[src/rtl/irq_ctrl_pkg.sv]
// Shared constants for the interrupt controller: register offsets, CP0 vector width
// and the fixed source assignment of the timer and external lines.
package irq_ctrl_pkg;

    localparam logic [1:0] IRQ_PEND  = 2'd0;
    localparam logic [1:0] IRQ_MASK  = 2'd1;
    localparam logic [1:0] IRQ_MODE  = 2'd2;
    localparam logic [1:0] IRQ_CLAIM = 2'd3;

    localparam int HWINT_W = 6;

    localparam int SRC_TC0 = 0;
    localparam int SRC_TC1 = 1;
    localparam int SRC_EXT = 2;

    // CLAIM encodes a source as index+1 so that 0 can mean "nothing pending".
    function automatic logic [31:0] claim_code(input int idx);
        return 32'(idx + 1);
    endfunction

endpackage

[src/rtl/irq_src_cell.sv]
// One interrupt source: optional two-flop synchroniser, previous-value flop and a
// pend flop that either tracks the line (level) or latches rising edges (edge).
module irq_src_cell
    import irq_ctrl_pkg::*;
#(
    parameter int SYNC = 1
) (
    input  logic clk,
    input  logic reset,
    input  logic i_src,
    input  logic i_edge_mode,
    input  logic i_clr,
    output logic o_pend
);

    logic w_s;
    logic r_prev;
    logic r_pend;

    generate
        if (SYNC != 0) begin : g_sync
            logic r_sync1;
            logic r_sync2;

            always_ff @(posedge clk or negedge reset) begin
                if (!reset) begin
                    r_sync1 <= 1'b0;
                    r_sync2 <= 1'b0;
                end else begin
                    r_sync1 <= i_src;
                    r_sync2 <= r_sync1;
                end
            end

            assign w_s = r_sync2;
        end else begin : g_nosync
            assign w_s = i_src;
        end
    endgenerate

    // In edge mode a new rising edge beats a software clear on the same cycle.
    always_ff @(posedge clk or negedge reset) begin
        if (!reset) begin
            r_prev <= 1'b0;
            r_pend <= 1'b0;
        end else begin
            r_prev <= w_s;
            if (!i_edge_mode) begin
                r_pend <= w_s;
            end else if (w_s && !r_prev) begin
                r_pend <= 1'b1;
            end else if (i_clr) begin
                r_pend <= 1'b0;
            end
        end
    end

    assign o_pend = r_pend;

endmodule

[src/rtl/irq_ctrl.sv]
// Word-addressed interrupt controller: per-source cells plus MASK/MODE registers,
// lowest-index-first CLAIM encoder and the 6-bit hardware-interrupt vector for CP0.
module irq_ctrl
    import irq_ctrl_pkg::*;
#(
    parameter int N_SRC = 3,
    parameter int SYNC  = 1
) (
    input  logic                 clk,
    input  logic                 reset,
    input  logic [29:0]          Addr,
    input  logic                 WE,
    input  logic [31:0]          Din,
    output logic [31:0]          Dout,
    input  logic [N_SRC-1:0]     irq_src,
    output logic [HWINT_W-1:0]   hwint,
    output logic                 irq
);

    logic [N_SRC-1:0]   r_mask;
    logic [N_SRC-1:0]   r_mode;
    logic [N_SRC-1:0]   w_pend;
    logic [N_SRC-1:0]   w_act;
    logic [N_SRC-1:0]   w_clr;
    logic               w_wr_pend;
    logic               w_wr_claim;
    logic [31:0]        w_claim_id;
    logic [HWINT_W-1:0] w_hwint;
    logic               w_unused;

    assign w_wr_pend  = WE && (Addr[1:0] == IRQ_PEND);
    assign w_wr_claim = WE && (Addr[1:0] == IRQ_CLAIM);
    assign w_unused   = ^Addr[29:2];

    // Clears only reach pend in edge mode; the cell ignores them for level sources.
    generate
        for (genvar gi = 0; gi < N_SRC; gi++) begin : g_src
            assign w_clr[gi] = (w_wr_pend && Din[gi]) ||
                               (w_wr_claim && (Din == claim_code(gi)));

            irq_src_cell #(
                .SYNC (SYNC)
            ) u_cell (
                .clk         (clk),
                .reset       (reset),
                .i_src       (irq_src[gi]),
                .i_edge_mode (r_mode[gi]),
                .i_clr       (w_clr[gi]),
                .o_pend      (w_pend[gi])
            );
        end
    endgenerate

    always_ff @(posedge clk or negedge reset) begin
        if (!reset) begin
            r_mask <= '0;
            r_mode <= '0;
        end else if (WE) begin
            case (Addr[1:0])
                IRQ_MASK: r_mask <= Din[N_SRC-1:0];
                IRQ_MODE: r_mode <= Din[N_SRC-1:0];
                default:  ;
            endcase
        end
    end

    assign w_act = w_pend & r_mask;

    always_comb begin
        w_claim_id = '0;
        for (int i = N_SRC - 1; i >= 0; i--) begin
            if (w_act[i]) begin
                w_claim_id = claim_code(i);
            end
        end
    end

    always_comb begin
        w_hwint = '0;
        w_hwint[N_SRC-1:0] = w_act;
    end

    assign hwint = w_hwint;
    assign irq   = |w_act;

    always_comb begin
        Dout = '0;
        case (Addr[1:0])
            IRQ_PEND:  Dout[N_SRC-1:0] = w_pend;
            IRQ_MASK:  Dout[N_SRC-1:0] = r_mask;
            IRQ_MODE:  Dout[N_SRC-1:0] = r_mode;
            IRQ_CLAIM: Dout = w_claim_id;
            default:   Dout = '0;
        endcase
    end

endmodule

[config.mk]
export PLATFORM = sky130hd
export DESIGN_NAME = irq_ctrl
export DESIGN_NICKNAME = d
export VERILOG_FILES = /design/src/rtl/irq_ctrl_pkg.sv /design/src/rtl/irq_src_cell.sv /design/src/rtl/irq_ctrl.sv
export SDC_FILE = /design/constraint.sdc
export NUM_CORES = 1
export LEC_CHECK = 0
export BUFFER_PORTS_ARGS = -buffer_cell sky130_fd_sc_hd__buf_2
export CORE_MARGIN = 1.5
export CORE_UTILIZATION = 39
export CTS_CLUSTER_DIAMETER = 150
export DETAILED_ROUTE_END_ITERATION = 10
export PLACE_DENSITY = 0.85
export SLEW_MARGIN = 20
export SYNTH_ARGS = -nofsm -noshare
export SYNTH_HDL_FRONTEND = slang
export SYNTH_HIERARCHICAL = 1
export SYNTH_SLANG_ARGS = --single-unit
[constraint.sdc]
create_clock -name clk -period 2 [get_ports clk]
set_input_delay 0.2 -clock clk [delete_from_list [all_inputs] [get_ports clk]]
set_output_delay 0.2 -clock clk [all_outputs]
set_load 0.05 [all_outputs]
==> results of run 1 <==
==> power groups by stage <==
| stage | clock [W] | combinational, W | sequential, W |
|---|---|---|---|
| finish | 0.000214 | 0.000446 | 0.000446 |
| global route | 0.000240 | 0.000471 | 0.000452 |
| CTS | 0.000226 | 0.000440 | 0.000446 |
| detailed placement | 0 | 0.000433 | 0.000453 |
| global placement | 0 | 0.000426 | 0.000449 |
| floorplan | 0 | 0.000394 | 0.000439 |
==> cells in the final DEF, fill, tap and decap left out <==
cell / count
buf_2: 45
conb_1: 32
dfrtp_1: 18
nand2_1: 6
mux2_2: 6
inv_1: 5
nor4_1: 4
dlygate4sd3_1: 4
nor2_1: 3
nand3_1: 3
nor3b_1: 3
a22o_1: 3
clkbuf_4: 3
a32o_1: 3
and2_1: 2
o21ai_0: 2
nor4_2: 2
nand4_1: 2
buf_4: 2
a21oi_2: 1
mux4_2: 1
mux2i_1: 1
and2b_2: 1
a211oi_1: 1
a31oi_2: 1
nor4b_4: 1
nor3_2: 1
nand2b_1: 1
nand3b_1: 1
clkbuf_8: 1
==> cells by family (layout without fill, tap and decap cells) <==
family	count (synthesis)	after routing
and+or+nand+nor	30	30
other	1	32
DFF	18	18
muxes	8	8
buffers and inverters	39	60
AOI/OAI and AO/OA	11	11
==> final cells by class <==
| cell class | instances | area (um^2) | share of cell area |
|---|---|---|---|
| Timing Repair Buffer | 51 | 280 | 0.209 |
| Inverter | 5 | 18.8 | 0.0140 |
| Sequential cell | 18 | 450 | 0.336 |
| Tap cell | 31 | 38.8 | 0.0289 |
| Clock buffer | 4 | 36.3 | 0.0270 |
| Multi-Input combinational cell | 81 | 518 | 0.386 |
==> final timing paths <==
| path | from | to | slack (ps) | cells past startpoint |
|---|---|---|---|---|
| max in group asynchronous | reset | r_mode[2] | 1370 | 2 |
| worst min-delay path | Din[0] | r_mode[0] | 230 | 2 |
| worst max-delay path | g_src[2].u_cell/o_pend | Dout[1] | 90 | 5 |
| worst max register to register | g_src[2].u_cell/o_pend | g_src[2].u_cell/o_pend | 1100 | 2 |
| worst min register to register | g_src[2].u_cell/g_sync.r_sync1 | g_src[2].u_cell/g_sync.r_sync2 | 360 | 0 |
| min in group asynchronous | reset | g_src[0].u_cell/g_sync.r_sync1 | 350 | 2 |
==> through the flow <==
stage / instance area, um^2 / power, W / hold WS, ps
final: 1340 / 0.00111 / 235
after global routing: 1340 / 0.00116 / 223
after CTS: 1330 / 0.00111 / 221
after detailed placement: 1260 / 0.000887 / 148
after global placement: 1260 / 0.000875 / 146
after floorplan: 1240 / 0.000834 / -95.6
==> sequential cells by signal, summed over array words and instances, names as in the netlist <==
signal,flops
r_mode,3
g_src.u_cell/o_pend,3
g_src.u_cell/g_sync.r_sync1,3
g_src.u_cell/r_prev,3
r_mask,3
g_src.u_cell/g_sync.r_sync2,3
==> layer usage <==
metal / wire [um] / vias up
met5: 0 / -
met4: 19 / 0
met3: 173 / 4
met2: 1010 / 48
met1: 845 / 401
li1: - / 415
==> repair_timing <==
item | CTS | global route
hold buffers | 4 | 0
resized for setup | 0 | 2
buffers inserted | 0 | 1
hold endpoints to repair | 21 | 0
endpoints found under the setup margin | 0 | 1
==> worst reg2reg max path: stages (launching register included) <==
cell and delay [ps]:
dfrtp_1 410, buf_4 140, a32o_1 250
==> flow_metrics.env, run 1 <==
export IMPL_coreArea_um2=2730
export IMPL_synth_xor_area_share=0
export IMPL_fmax_ghz=0.524
export IMPL_synth_warnings=6
export IMPL_synth_adder_area_share=0
export IMPL_synthDominantCellAreaShare=0.402
export IMPL_p_int_w=0.000643
export IMPL_cap_violations=0
export IMPL_grt_use_met3=0.0392
export IMPL_status="completed"
export IMPL_power_share_combinational=0.403
export IMPL_setup_violations=0
export IMPL_die_area_um2=3200
export IMPL_numClockSinks=18
export IMPL_cts_buffers=3
export IMPL_path_buf_inv=1
export IMPL_io_buffers=46
export IMPL_htree_levels=1
export IMPL_io_pins=107
export IMPL_synthArstFlopShare=1.00
export IMPL_fp_dieH_um=56.6
export IMPL_synth_edf_count=0
export IMPL_crit_chain="and2_1 > a21oi_2 > nor2_1 > mux4_2 > buf_4"
export IMPL_swShare=0.419
export IMPL_antenna_found_initial=0
export IMPL_syn_area_per_cell_um2=10.5
export IMPL_grt_pass1_vias=812
export IMPL_synthSimpleGateAreaFrac=0.181
export IMPL_num_rows=19
export IMPL_diodes=0
export IMPL_postLayoutSetupSlackWorst_ps=90.3
export IMPL_finalCritPeriodShare=0.955
export IMPL_synth_mux_area_fraction=0.0894
export IMPL_area_delta_synth_final_pct=19.9
export IMPL_ys_flop_type="dfrtp_1"
export IMPL_cts_tree="yes"
export IMPL_slew_viol_final=0
export IMPL_final_fill_count=265
export IMPL_routabilityCongestion=0.750
export IMPL_place_hpwl_um=1750
export IMPL_syn_instance_count=107
export IMPL_final_cells=190
export IMPL_post_route_drc_count=0
export IMPL_pre_cts_ws_ps=365
export IMPL_finalHoldViolCount=0
export IMPL_wl_per_cell_um=10.8
export IMPL_cpPeakStageDelay_ps=450
export IMPL_grt_ovfl_total=0
export IMPL_arrival_ps=1710
export IMPL_die_x_um=56.6
export IMPL_final_nets=228
export IMPL_synth_compound_area_frac=0.0793
export IMPL_dp_cells=181
export IMPL_path_clk_slew_ps=90
export IMPL_p_per_area_nw_per_um2=824
export IMPL_ant_nets=0
export IMPL_synth_cell_types=28
export IMPL_drt_iter0_drc=14
export IMPL_start_kind="flop"
export IMPL_vdd_drop_max_mv=0.594
export IMPL_grt_max_degree=19
export IMPL_vias=868
export IMPL_rsz0062_at_grt="false"
export IMPL_fin_skew_ps=7.22
export IMPL_insertion_delay_ps=290
export IMPL_initial_utilization=0.410
export IMPL_crit_required_ps=1800
export IMPL_synth_seq_area_share=0.402
export IMPL_pwr_share_seq=0.403
export IMPL_synth_most_common_cell="buf_4"
export IMPL_leakagePower_nw=0.670
export IMPL_synth_top_family_by_area="buffers and inverters"
export IMPL_setup_tns_final_ps=0
export IMPL_p_sw_w=0.000464
export IMPL_worstSetupPathType="reg -> out"
export IMPL_synth_area_leaders="dfrtp_1 (40%), buf_4 (21%), mux2_2 (6.0%)"
export IMPL_wirelength_um=2050
export IMPL_drt_pass1_iter_count=4
export IMPL_clockBufferDepth=2
export IMPL_crit_path_end_kind="primary output"
export IMPL_critical_path_max_fanout=3
export IMPL_clock_root_buffer="clkbuf_4"
export IMPL_gr_usage_all_layers=0.134
export IMPL_crit_family="multiplexers"
export IMPL_via_per_inst=4.57
export IMPL_grt_util_met2=0.246
export IMPL_cpMaxStageDelayCell="mux4_2"
export IMPL_busiest_layer="met2"
export IMPL_hp_class="in -> reg"
export IMPL_grt_use_met1=0.148
export IMPL_synth_area_um2=1120
export IMPL_ys_ff_latch=18
export IMPL_period_minus_slack_ps=1910
export IMPL_synth_common_cells="buf_4 (32), dfrtp_1 (18), mux2_2 (6), nand2_1 (6), inv_1 (5)"
export IMPL_post_route_util=0.491
export IMPL_synth_largest_area_cell="dfrtp_1"
export IMPL_grt_first_pass_wirelength_um=3390
export IMPL_power_frac_clock=0.194
export IMPL_drive_gt1_frac=0.409
Power figures use the tool's default switching activity.
==> run 2: changes to the inputs <==
--- a/config.mk
+++ b/config.mk
@@ -8,6 +8,7 @@
 export BUFFER_PORTS_ARGS = -buffer_cell sky130_fd_sc_hd__buf_2
 export CORE_MARGIN = 1.5
 export CORE_UTILIZATION = 39
+export CTS_BUF_LIST = sky130_fd_sc_hd__clkbuf_16
 export CTS_CLUSTER_DIAMETER = 150
 export DETAILED_ROUTE_END_ITERATION = 10
 export PLACE_DENSITY = 0.85
==> run 2 against run 1 <==
- wire length about the same
- maximum frequency increased by 1.3%
- sequential cell count unchanged
- power increased by 14%
- sequential power about the same
- clock skew decreased by 5.6 ps
- highest routed layer unchanged
==> flow_metrics.env, run 2 (synthesized netlist as in run 1, its figures left out) <==
export IMPL_status="completed"
export IMPL_slew_viol_final=0
export IMPL_rr_worst_depth=1
export IMPL_whs_endpoint="g_src[2].u_cell/g_sync.r_sync1"
export IMPL_place_hpwl_um=1750
export IMPL_fp_dieH_um=56.6
export IMPL_hold_ws_ps=60.6
export IMPL_grt_pass1_vias=816
export IMPL_cts_tree="yes"
export IMPL_cap_violations=0
export IMPL_leakagePower_nw=0.669
export IMPL_grt_first_pass_wirelength_um=3420
export IMPL_clock_root_buffer="clkbuf_16"
export IMPL_ant_nets=0
export IMPL_hp_class="in -> reg"
export IMPL_start_kind="flop"
export IMPL_io_pins=107
export IMPL_num_rows=19
export IMPL_timing_rr_start="g_src[1].u_cell/o_pend"
export IMPL_period_minus_slack_ps=1880
export IMPL_post_route_drc_count=0
export IMPL_die_area_um2=3200
export IMPL_antenna_found_initial=0
export IMPL_fin_skew_ps=1.61
export IMPL_reg2reg_to="g_src[1].u_cell/o_pend"
export IMPL_min_from="irq_src[2]"
export IMPL_finalCritPeriodShare=0.942
export IMPL_setup_tns_final_ps=0
export IMPL_grt_util_met2=0.252
export IMPL_wl_per_cell_um=11.0
export IMPL_final_nets=224
export IMPL_via_per_inst=4.62
export IMPL_busiest_layer="met2"
export IMPL_wirelength_um=2050
export IMPL_io_buffers=46
export IMPL_final_fill_count=269
export IMPL_die_x_um=56.6
export IMPL_hold_depth=1
export IMPL_insertion_delay_ps=240
export IMPL_routabilityCongestion=0.750
export IMPL_arrival_ps=1680
export IMPL_r2r_setup_slack_ps=1190
export IMPL_diodes=0
export IMPL_setup_violations=0
export IMPL_crit_required_ps=1800
export IMPL_initial_utilization=0.410
export IMPL_rsz0062_at_grt="false"
export IMPL_crit_path_end_kind="primary output"
export IMPL_vdd_drop_max_mv=0.755
export IMPL_fmax_ghz=0.531
export IMPL_critical_path_max_fanout=3
export IMPL_grt_use_met3=0.0392
export IMPL_final_cell_mix="buf_2 (46), conb_1 (32), dfrtp_1 (18)"
export IMPL_mostFrequentLayoutCell="buf_2"
export IMPL_finalHoldViolCount=0
export IMPL_numClockSinks=18
export IMPL_drt_iter0_drc=20
export IMPL_grt_max_degree=19
export IMPL_path_clk_slew_ps=50
export IMPL_clockBufferDepth=2
export IMPL_drive_gt1_frac=0.406
export IMPL_worstSetupPathType="reg -> out"
export IMPL_gr_usage_all_layers=0.134
export IMPL_p_per_area_nw_per_um2=940
export IMPL_cts_buffers=3
export IMPL_htree_levels=1
export IMPL_vias=859
export IMPL_grt_ovfl_total=0
export IMPL_coreArea_um2=2730
export IMPL_grt_use_met1=0.151
export IMPL_drt_pass1_iter_count=4
export IMPL_area_delta_synth_final_pct=20.1
export IMPL_cts_resized=0
[run 2: cell count changes in the layout (fill, tap and decap cells not counted), sizes merged]
cell,previous run,this run
dlygate4sd3,4,1
buf,47,46
clkinv,0,1
clkbuf,4,3
[run 2: final cells by class]
class	instances	area, um^2	share of cell area
inverters	5	18.8	0.0140
well taps	31	38.8	0.0288
repair buffers	47	240	0.179
flip-flops and latches	18	450	0.335
multi-input cells	81	518	0.385
clock buffers	3	75.1	0.0558
clock inverters	1	3.75	0.00279
[run 2: worst max path at each step]
stage / to / slack (ps) / startpoint / cells after the start
finish: Dout[1] / 120 / g_src[2].u_cell/o_pend / 5
floorplan: Dout[1] / 220 / g_src[2].u_cell/o_pend / 4
global placement: Dout[1] / 400 / g_src[2].u_cell/o_pend / 5
detailed placement: Dout[1] / 370 / g_src[2].u_cell/o_pend / 5
CTS: Dout[1] / 100 / g_src[2].u_cell/o_pend / 5
global route: Dout[1] / 50 / g_src[2].u_cell/o_pend / 5
[run 2: what timing repair did]
item                       in CTS  in global routing
setup buffers                   0                  0
setup endpoints to repair       0                  0
hold buffers                    1                  0
hold endpoints to repair       18                  0
[run 2: report_power, final]
part / leakage (nW) / internal, W / switching (W) / total, W
registers: 0.210 / 0.000409 / 0.0000397 / 0.000449
logic: 0.420 / 0.000114 / 0.000319 / 0.000433
clock network: 0.0385 / 0.000265 / 0.000118 / 0.000383
total: 0.669 / 0.000788 / 0.000476 / 0.00126
[run 2: worst max-delay path, cell delays in order (launching register included)]
cell and delay (ps):
dfrtp_1 400, and2_1 200, a21oi_2 120, nor2_1 50
mux4_2 440, buf_2 220
[run 2: per-layer routing]
layer	wire, um	vias to the layer above
met5	0	-
met4	13	0
met3	185	2
met2	1030	50
met1	824	398
li1	-	409
[run 2: stage by stage]
| step | instance area, um^2 | worst slack (ps) | utilization | instances | total power [W] |
|---|---|---|---|---|---|
| 2_1_floorplan | 1240 | 219 | - | 138 | 0.000834 |
| 3_3_place_gp | 1260 | 397 | 0.459 | 181 | 0.000875 |
| 3_5_place_dp | 1260 | 365 | 0.459 | 181 | 0.000887 |
| 4_1_cts | 1350 | 102 | 0.492 | 186 | 0.00128 |
| 5_1_grt | 1350 | 53.0 | 0.492 | 186 | 0.00132 |
| 6_report | 1350 | 115 | 0.492 | 186 | 0.00126 |
